$ cat config.mk
export PLATFORM = sky130hd
export DESIGN_NAME = uart_receiver_flat
export DESIGN_NICKNAME = d
export VERILOG_FILES = /design/src/rtl/uart_pkg.sv /design/src/rtl/uart_receiver_if.sv /design/src/rtl/sync_2ff.sv /design/src/rtl/uart_receiver.sv /design/src/flat_wrapper.sv
export SDC_FILE = /design/constraint.sdc
export NUM_CORES = 1
export LEC_CHECK = 0
export BUFFER_PORTS_ARGS = -buffer_cell sky130_fd_sc_hd__clkbuf_2
export CAP_MARGIN = 20
export CORE_MARGIN = 1.5
export CORE_UTILIZATION = 45
export CTS_CLUSTER_DIAMETER = 80
export CTS_CLUSTER_SIZE = 16
export DETAILED_ROUTE_END_ITERATION = 8
export PLACE_DENSITY = 0.7
export SYNTH_ARGS = -nofsm -noshare
export SYNTH_HDL_FRONTEND = slang
export SYNTH_SLANG_ARGS = --single-unit
$ cat constraint.sdc
create_clock -name clk -period 2.15 [get_ports clk]
set_input_delay 0.215 -clock clk [delete_from_list [all_inputs] [get_ports clk]]
set_output_delay 0.215 -clock clk [all_outputs]
set_load 0.005 [all_outputs]
$ cat src/rtl/uart_pkg.sv
// uart_pkg: constants shared by the UART transmitter and receiver.
// Holds the baud-timing derivation so both ends agree on the number of
// clocks per bit, the frame shape (8 data bits, 1 stop bit) and the
// receiver FSM state encoding.
package uart_pkg;

  localparam int unsigned DATA_BITS = 8;
  localparam int unsigned STOP_BITS = 1;

  // Receiver FSM state encoding (kept as plain constants for legacy tools).
  localparam logic [2:0] ST_IDLE      = 3'd0;
  localparam logic [2:0] ST_START     = 3'd1;
  localparam logic [2:0] ST_DATA      = 3'd2;
  localparam logic [2:0] ST_STOP      = 3'd3;
  localparam logic [2:0] ST_WAIT_HIGH = 3'd4;

  // Clocks per bit (S); integer divide, remainder discarded.
  function automatic int unsigned bit_ticks(input int unsigned clock_freq,
                                            input int unsigned baud_rate);
    return clock_freq / baud_rate;
  endfunction

  // Clocks from a detected start edge to the middle of the start bit (H).
  function automatic int unsigned half_ticks(input int unsigned clock_freq,
                                             input int unsigned baud_rate);
    return bit_ticks(clock_freq, baud_rate) / 2;
  endfunction

endpackage

$ cat src/rtl/uart_receiver_if.sv
// uart_receiver_if: byte output side of the UART receiver.
//   data_out        received byte, stable while data_out_valid is high
//   data_out_valid  byte available
//   data_out_ready  consumer accepts the byte together with data_out_valid
//   framing_error   one-cycle pulse, stop bit sampled low
//   overrun         one-cycle pulse, new byte dropped (held byte not taken)
// master: the receiver; slave: the byte consumer.
interface uart_receiver_if;
  import uart_pkg::*;

  logic [DATA_BITS-1:0] data_out;
  logic                 data_out_valid;
  logic                 data_out_ready;
  logic                 framing_error;
  logic                 overrun;

  modport master (
    output data_out, data_out_valid, framing_error, overrun,
    input  data_out_ready
  );

  modport slave (
    input  data_out, data_out_valid, framing_error, overrun,
    output data_out_ready
  );

endinterface

$ cat src/rtl/sync_2ff.sv
// sync_2ff: two-flop synchronizer for an asynchronous single-bit input.
//   clk    destination clock
//   reset  synchronous, active-high; both flops load RESET_VALUE
//   d      asynchronous input
//   q      synchronized output (registered)
module sync_2ff #(
  parameter logic RESET_VALUE = 1'b1
) (
  input  logic clk,
  input  logic reset,
  input  logic d,
  output logic q
);

  logic meta_r;
  logic sync_r;

  // Two-stage capture; the first stage may go metastable, the second settles.
  always_ff @(posedge clk) begin
    if (reset) begin
      meta_r <= RESET_VALUE;
      sync_r <= RESET_VALUE;
    end else begin
      meta_r <= d;
      sync_r <= meta_r;
    end
  end

  assign q = sync_r;

endmodule

$ cat src/rtl/uart_receiver.sv
// uart_receiver: 8N1 serial-to-parallel receiver with ready/valid output.
//   clk        system clock, rising edge
//   reset      synchronous, active-high
//   serial_in  asynchronous RX line, idle high
//   rx_if      byte output (data_out/valid/ready) plus framing_error and
//              overrun one-cycle pulses
// The line is synchronized, the start bit is confirmed at its midpoint,
// and every following bit is sampled one bit period later (mid-bit).
module uart_receiver
  import uart_pkg::*;
#(
  parameter int unsigned CLOCK_FREQ = 125_000_000,
  parameter int unsigned BAUD_RATE  = 115_200
) (
  input  logic            clk,
  input  logic            reset,
  input  logic            serial_in,
  uart_receiver_if.master rx_if
);

  localparam int unsigned S  = bit_ticks(CLOCK_FREQ, BAUD_RATE);
  localparam int unsigned H  = half_ticks(CLOCK_FREQ, BAUD_RATE);
  localparam int unsigned CW = $clog2(S);
  // Bit index is sized to count through the whole frame body.
  localparam int unsigned BW = $clog2(DATA_BITS + STOP_BITS);

  localparam logic [CW-1:0] CNT_LAST = CW'(S - 1);
  localparam logic [CW-1:0] CNT_HALF = CW'(H - 1);
  localparam logic [CW-1:0] CNT_ONE  = CW'(1);
  localparam logic [BW-1:0] IDX_LAST = BW'(DATA_BITS - 1);
  localparam logic [BW-1:0] IDX_ONE  = BW'(1);

  logic                 rx_s;
  logic [2:0]           state_r;
  logic [CW-1:0]        cnt_r;
  logic [BW-1:0]        bit_idx_r;
  logic [DATA_BITS-1:0] shift_r;
  logic [DATA_BITS-1:0] data_r;
  logic                 valid_r;
  logic                 framing_error_r;
  logic                 overrun_r;
  logic                 stop_sample_s;
  logic                 handshake_s;

  sync_2ff #(.RESET_VALUE(1'b1)) u_sync (
    .clk   (clk),
    .reset (reset),
    .d     (serial_in),
    .q     (rx_s)
  );

  assign stop_sample_s = (state_r == ST_STOP) && (cnt_r == CNT_LAST);
  assign handshake_s   = valid_r && rx_if.data_out_ready;

  // Frame FSM with bit-period counter, bit index and shift register.
  always_ff @(posedge clk) begin
    if (reset) begin
      state_r   <= ST_IDLE;
      cnt_r     <= {CW{1'b0}};
      bit_idx_r <= {BW{1'b0}};
      shift_r   <= {DATA_BITS{1'b0}};
    end else begin
      case (state_r)
        ST_IDLE: begin
          cnt_r <= {CW{1'b0}};
          if (!rx_s) begin
            state_r <= ST_START;
          end else begin
            state_r <= ST_IDLE;
          end
        end
        ST_START: begin
          if (cnt_r == CNT_HALF) begin
            cnt_r <= {CW{1'b0}};
            // A line back high at mid-start was a glitch, not a frame.
            if (rx_s) begin
              state_r <= ST_IDLE;
            end else begin
              bit_idx_r <= {BW{1'b0}};
              state_r   <= ST_DATA;
            end
          end else begin
            cnt_r <= cnt_r + CNT_ONE;
          end
        end
        ST_DATA: begin
          if (cnt_r == CNT_LAST) begin
            cnt_r     <= {CW{1'b0}};
            // LSB arrives first; shifting right lands it in bit 0 at the end.
            shift_r   <= {rx_s, shift_r[DATA_BITS-1:1]};
            bit_idx_r <= bit_idx_r + IDX_ONE;
            if (bit_idx_r == IDX_LAST) begin
              state_r <= ST_STOP;
            end else begin
              state_r <= ST_DATA;
            end
          end else begin
            cnt_r <= cnt_r + CNT_ONE;
          end
        end
        ST_STOP: begin
          if (cnt_r == CNT_LAST) begin
            cnt_r   <= {CW{1'b0}};
            state_r <= rx_s ? ST_IDLE : ST_WAIT_HIGH;
          end else begin
            cnt_r <= cnt_r + CNT_ONE;
          end
        end
        ST_WAIT_HIGH: begin
          // A break or stuck-low line must go high before a new start counts.
          cnt_r <= {CW{1'b0}};
          if (rx_s) begin
            state_r <= ST_IDLE;
          end else begin
            state_r <= ST_WAIT_HIGH;
          end
        end
        default: begin
          state_r <= ST_IDLE;
          cnt_r   <= {CW{1'b0}};
        end
      endcase
    end
  end

  // Output holding register, valid flag and error pulses.
  always_ff @(posedge clk) begin
    if (reset) begin
      data_r          <= {DATA_BITS{1'b0}};
      valid_r         <= 1'b0;
      framing_error_r <= 1'b0;
      overrun_r       <= 1'b0;
    end else begin
      framing_error_r <= stop_sample_s && !rx_s;
      overrun_r       <= 1'b0;
      if (stop_sample_s && rx_s) begin
        // A byte taken this very cycle frees the holding register.
        if (!valid_r || handshake_s) begin
          data_r  <= shift_r;
          valid_r <= 1'b1;
        end else begin
          overrun_r <= 1'b1;
        end
      end else if (handshake_s) begin
        valid_r <= 1'b0;
      end else begin
        valid_r <= valid_r;
      end
    end
  end

  assign rx_if.data_out       = data_r;
  assign rx_if.data_out_valid = valid_r;
  assign rx_if.framing_error  = framing_error_r;
  assign rx_if.overrun        = overrun_r;

endmodule

$ cat src/flat_wrapper.sv
// flat-port wrapper written by rule: the top's interface ports become plain ports
module uart_receiver_flat import uart_pkg::*;
#(
  parameter int unsigned CLOCK_FREQ = 125_000_000,
  parameter int unsigned BAUD_RATE  = 115_200
)
  (clk, reset, serial_in, rx_if_data_out, rx_if_data_out_valid, rx_if_framing_error, rx_if_overrun, rx_if_data_out_ready);
  uart_receiver_if rx_if_i ();
  input  logic clk;
  input  logic reset;
  input  logic serial_in;
  output wire logic [$bits(rx_if_i.data_out)-1:0] rx_if_data_out;
  output wire logic [$bits(rx_if_i.data_out_valid)-1:0] rx_if_data_out_valid;
  output wire logic [$bits(rx_if_i.framing_error)-1:0] rx_if_framing_error;
  output wire logic [$bits(rx_if_i.overrun)-1:0] rx_if_overrun;
  input wire logic [$bits(rx_if_i.data_out_ready)-1:0] rx_if_data_out_ready;
  assign rx_if_data_out = rx_if_i.data_out;
  assign rx_if_data_out_valid = rx_if_i.data_out_valid;
  assign rx_if_framing_error = rx_if_i.framing_error;
  assign rx_if_overrun = rx_if_i.overrun;
  assign rx_if_i.data_out_ready = rx_if_data_out_ready;
  uart_receiver #(.CLOCK_FREQ(CLOCK_FREQ), .BAUD_RATE(BAUD_RATE)) u_core (.clk(clk), .reset(reset), .serial_in(serial_in), .rx_if(rx_if_i));
endmodule
==> flow_summary.ini <==
[detailed_routing]
wl_per_cell_um = 12.11
ant_nets = 0
drc = 0
firstDrtPassIters = 4
vias = 1357
drtIter0Drc = 131
avgViaCountPerCell = 5.364
routed_wl_mm = 3.065

[hold_path]
min_from = serial_in
min_to = u_core.u_sync.meta_r$_SDFF_PP1_
hp-class = input pin to flop
hold_path_depth = 2

[floorplanning]
num_rows = 22
initial_core_util_pct = 46.87
dieArea_um2 = 4162
die_w_um = 64.52
die_h_um = 64.52
num_io_pins = 15
core_um2 = 3633

[sta]
rsz0062_at_grt = false
setup_ws_ps = 282.2
drv_slew = 0
tightest_slew_ps = 766.0
setup_violations = 0
fin_tns_setup_ps = 0
finalClockSkew_ps = 4.681
timing.final.crit_share_pct = 86.88
slew_headroom_pct = 48.83
period_needed_ps = 1868
hold_viol = 0
max_freq_mhz = 535.4

[cts]
root_buffer = clkbuf_8
clockBufferDepth = 2
cts-resized-gates = 0
clkTransAtPathRegs_ps = 70
hold_buffers = 0
insertion_delay_ps = 280
cts_tree = yes
cts_setup_buffers = 0
h-tree-depth = 2
numCtsBuffers = 5
cts.sinks = 39

[placed_design]
pre_cts_ws_ps = 263.7
place.port_buffers = 14
dpl_cell_area_um2 = 1797
dp_cells = 247
place_hpwl_mm = 2.121
gp_congestion = 0.7751

[logic_synthesis]
synth_area_um2 = 1703
yosysMostFrequentCell = dfxtp_1
synth_top_area_share_pct = 45.85
synth_top_family_by_area = simple AND/OR/NAND/NOR gates
synth_xor_area_share_pct = 4.629
async_flop_share_pct = 0
synth_simple_gate_area_share_pct = 28.80
synth_edf_count = 0
synth.avg_cell_area_um2 = 8.869
synth.yosys.warnings = 0
ys_top_cells_by_count = 39 x dfxtp_1, 21 x a21oi_1, 20 x nand2_1
yosys.area_share.adder_pct = 2.939
ys_top_cells_by_area = dfxtp_1 46%, a21oi_1 6.2%, nand2_1 4.4%
synthCells = 192
synth_top_flop_cell = dfxtp_1
yosysTopAreaCell = dfxtp_1
synth_mux_area_share_pct = 0
synth_compound_area_share_pct = 13.45
ys_types = 40
synth_seq_cells = 39
synth_nets = 200
yosysSeqAreaShare_pct = 45.85

[final_layout]
nNetsFinal = 214
fin_area_um2 = 1869
insertedDiodeCount = 0
drive_gt1_share_pct = 15.61
fin_cells = 253
syn2layout_area_growth_pct = 9.772

[worst_setup_path]
worst-path-max-fanout = 11
crit_path_start_kind = flop
required_ps = 2290
cp-end-kind = flop
r2r_slack_ps = 280
r2r-end = u_core.cnt_r[6]$_SDFF_PP0_
r2r_cells = 5
worst-setup-path-type = flop to flop
cp.arrival_ps = 2010
r2r-start = u_core.cnt_r[0]$_SDFF_PP0_

[power_and_ir_drop]
irDropWorstVdd_mv = 0.4363
power_leakage_nw = 0.6365
p_per_area_nw_per_um2 = 641.6
power.share.combinational_pct = 2.4
p_clk_share_pct = 36.5
power_switching_uw = 246.6
internal_power_uw = 952.8
switching_share_pct = 20.56
seqPwrFrac_pct = 61.2

[job]
timing.max_cap.violations = 0

[global_routing]
overflow = 0
grt_use_total_pct = 16.13
use_met1_pct = 20.17
grt_pass1_wl_mm = 5.278
globalRouteMet3Util_pct = 5.208
grt_pass1_vias = 1205
grt-busiest-layer = met2
use_met2_pct = 25.52
grt_max_degree = 30
antenna_found_initial = 0

[status]
status = finished, final reports clean
-- layer usage --
| layer | routed length [um] | part of all wire (%) |
|---|---|---|
| met1 | 1496 | 49 |
| met2 | 1407 | 46 |
| met3 | 113 | 3.7 |
| met4 | 47 | 1.5 |
| met5 | 0 | 0 |
-- kinds of logic (layout without fill, tap and decap cells) --
kind of cell / after synthesis / count (layout)
and+or+nand+nor: 85 / 85
AOI/OAI and AO/OA: 41 / 41
DFF: 39 / 39
buffers and inverters: 14 / 27
xor gates and xnor gates: 9 / 9
adders and majority gates: 4 / 4
-- registers in the layout, summed over array words and instances (netlist names) --
signal,count
u_core.rx_if.framing_error,1
u_core.cnt_r,11
u_core.shift_r,8
u_core.rx_if.overrun,1
u_core.u_sync.q,1
u_core.rx_if.data_out,8
u_core.rx_if.data_out_valid,1
u_core.u_sync.meta_r,1
u_core.state_r,3
u_core.bit_idx_r,4
-- area by class of cell --
class | count | area [um^2]
fill | 358 | 1764
multi-input combinational | 139 | 848.3
sequential | 39 | 780.7
timing repair buffer | 17 | 92.59
clock buffer | 6 | 72.57
tap | 48 | 60.06
inverter | 4 | 15.01
-- worst max path at each step --
stage / startpoint / endpoint / slack (ps)
detailed placement: u_core.cnt_r[0]$_SDFF_PP0_ / u_core.cnt_r[6]$_SDFF_PP0_ / 260
global placement: u_core.cnt_r[0]$_SDFF_PP0_ / u_core.cnt_r[6]$_SDFF_PP0_ / 290
global route: u_core.cnt_r[0]$_SDFF_PP0_ / u_core.cnt_r[6]$_SDFF_PP0_ / 60
floorplan: u_core.cnt_r[0]$_SDFF_PP0_ / u_core.cnt_r[10]$_SDFF_PP0_ / 590
finish: u_core.cnt_r[0]$_SDFF_PP0_ / u_core.cnt_r[6]$_SDFF_PP0_ / 280
CTS: u_core.cnt_r[0]$_SDFF_PP0_ / u_core.cnt_r[6]$_SDFF_PP0_ / 250
-- power by group through the flow --
stage | logic [mW] | registers, mW | clock network [mW]
final | 0.0283 | 0.734 | 0.437
after global routing | 0.0319 | 0.734 | 0.481
after floorplan | 0.0267 | 0.745 | 0
after detailed placement | 0.0285 | 0.750 | 0
after CTS | 0.0288 | 0.733 | 0.453
after global placement | 0.0289 | 0.750 | 0
-- worst max-delay path: stages, from the launching register on --
cell and delay [ps]:
dfxtp_1 430, ha_1 170, and4bb_2 230, a31oi_1 120, o21bai_1 650, nor2_1 110
-- metrics by stage --
step                      util (%)  hold slack (ps)  total power, mW
after detailed placement     49.45            400.3           0.7783
after global placement       49.45            396.9           0.7784
after CTS                    51.45            110.8            1.215
after global routing         51.45            109.2            1.247
final                        51.45            114.0            1.199
after floorplan                  -            318.8           0.7722
-- cells in the final DEF, fill, tap and decap left out, types with 2 or more instances in the layout --
cell type,count
a21oi_1,21
a31oi_1,2
and4_2,3
and4b_1,3
buf_4,3
clkbuf_2,14
clkbuf_8,5
dfxtp_1,39
ha_1,4
inv_1,4
nand2_1,20
nand2b_1,3
nand3_1,15
nand4_1,3
nor2_1,16
nor2b_1,2
nor3_1,5
o21ai_0,11
o31ai_1,2
or2_2,2
or3_1,2
xnor2_1,4
xor2_1,5
Power figures use the tool's default switching activity.
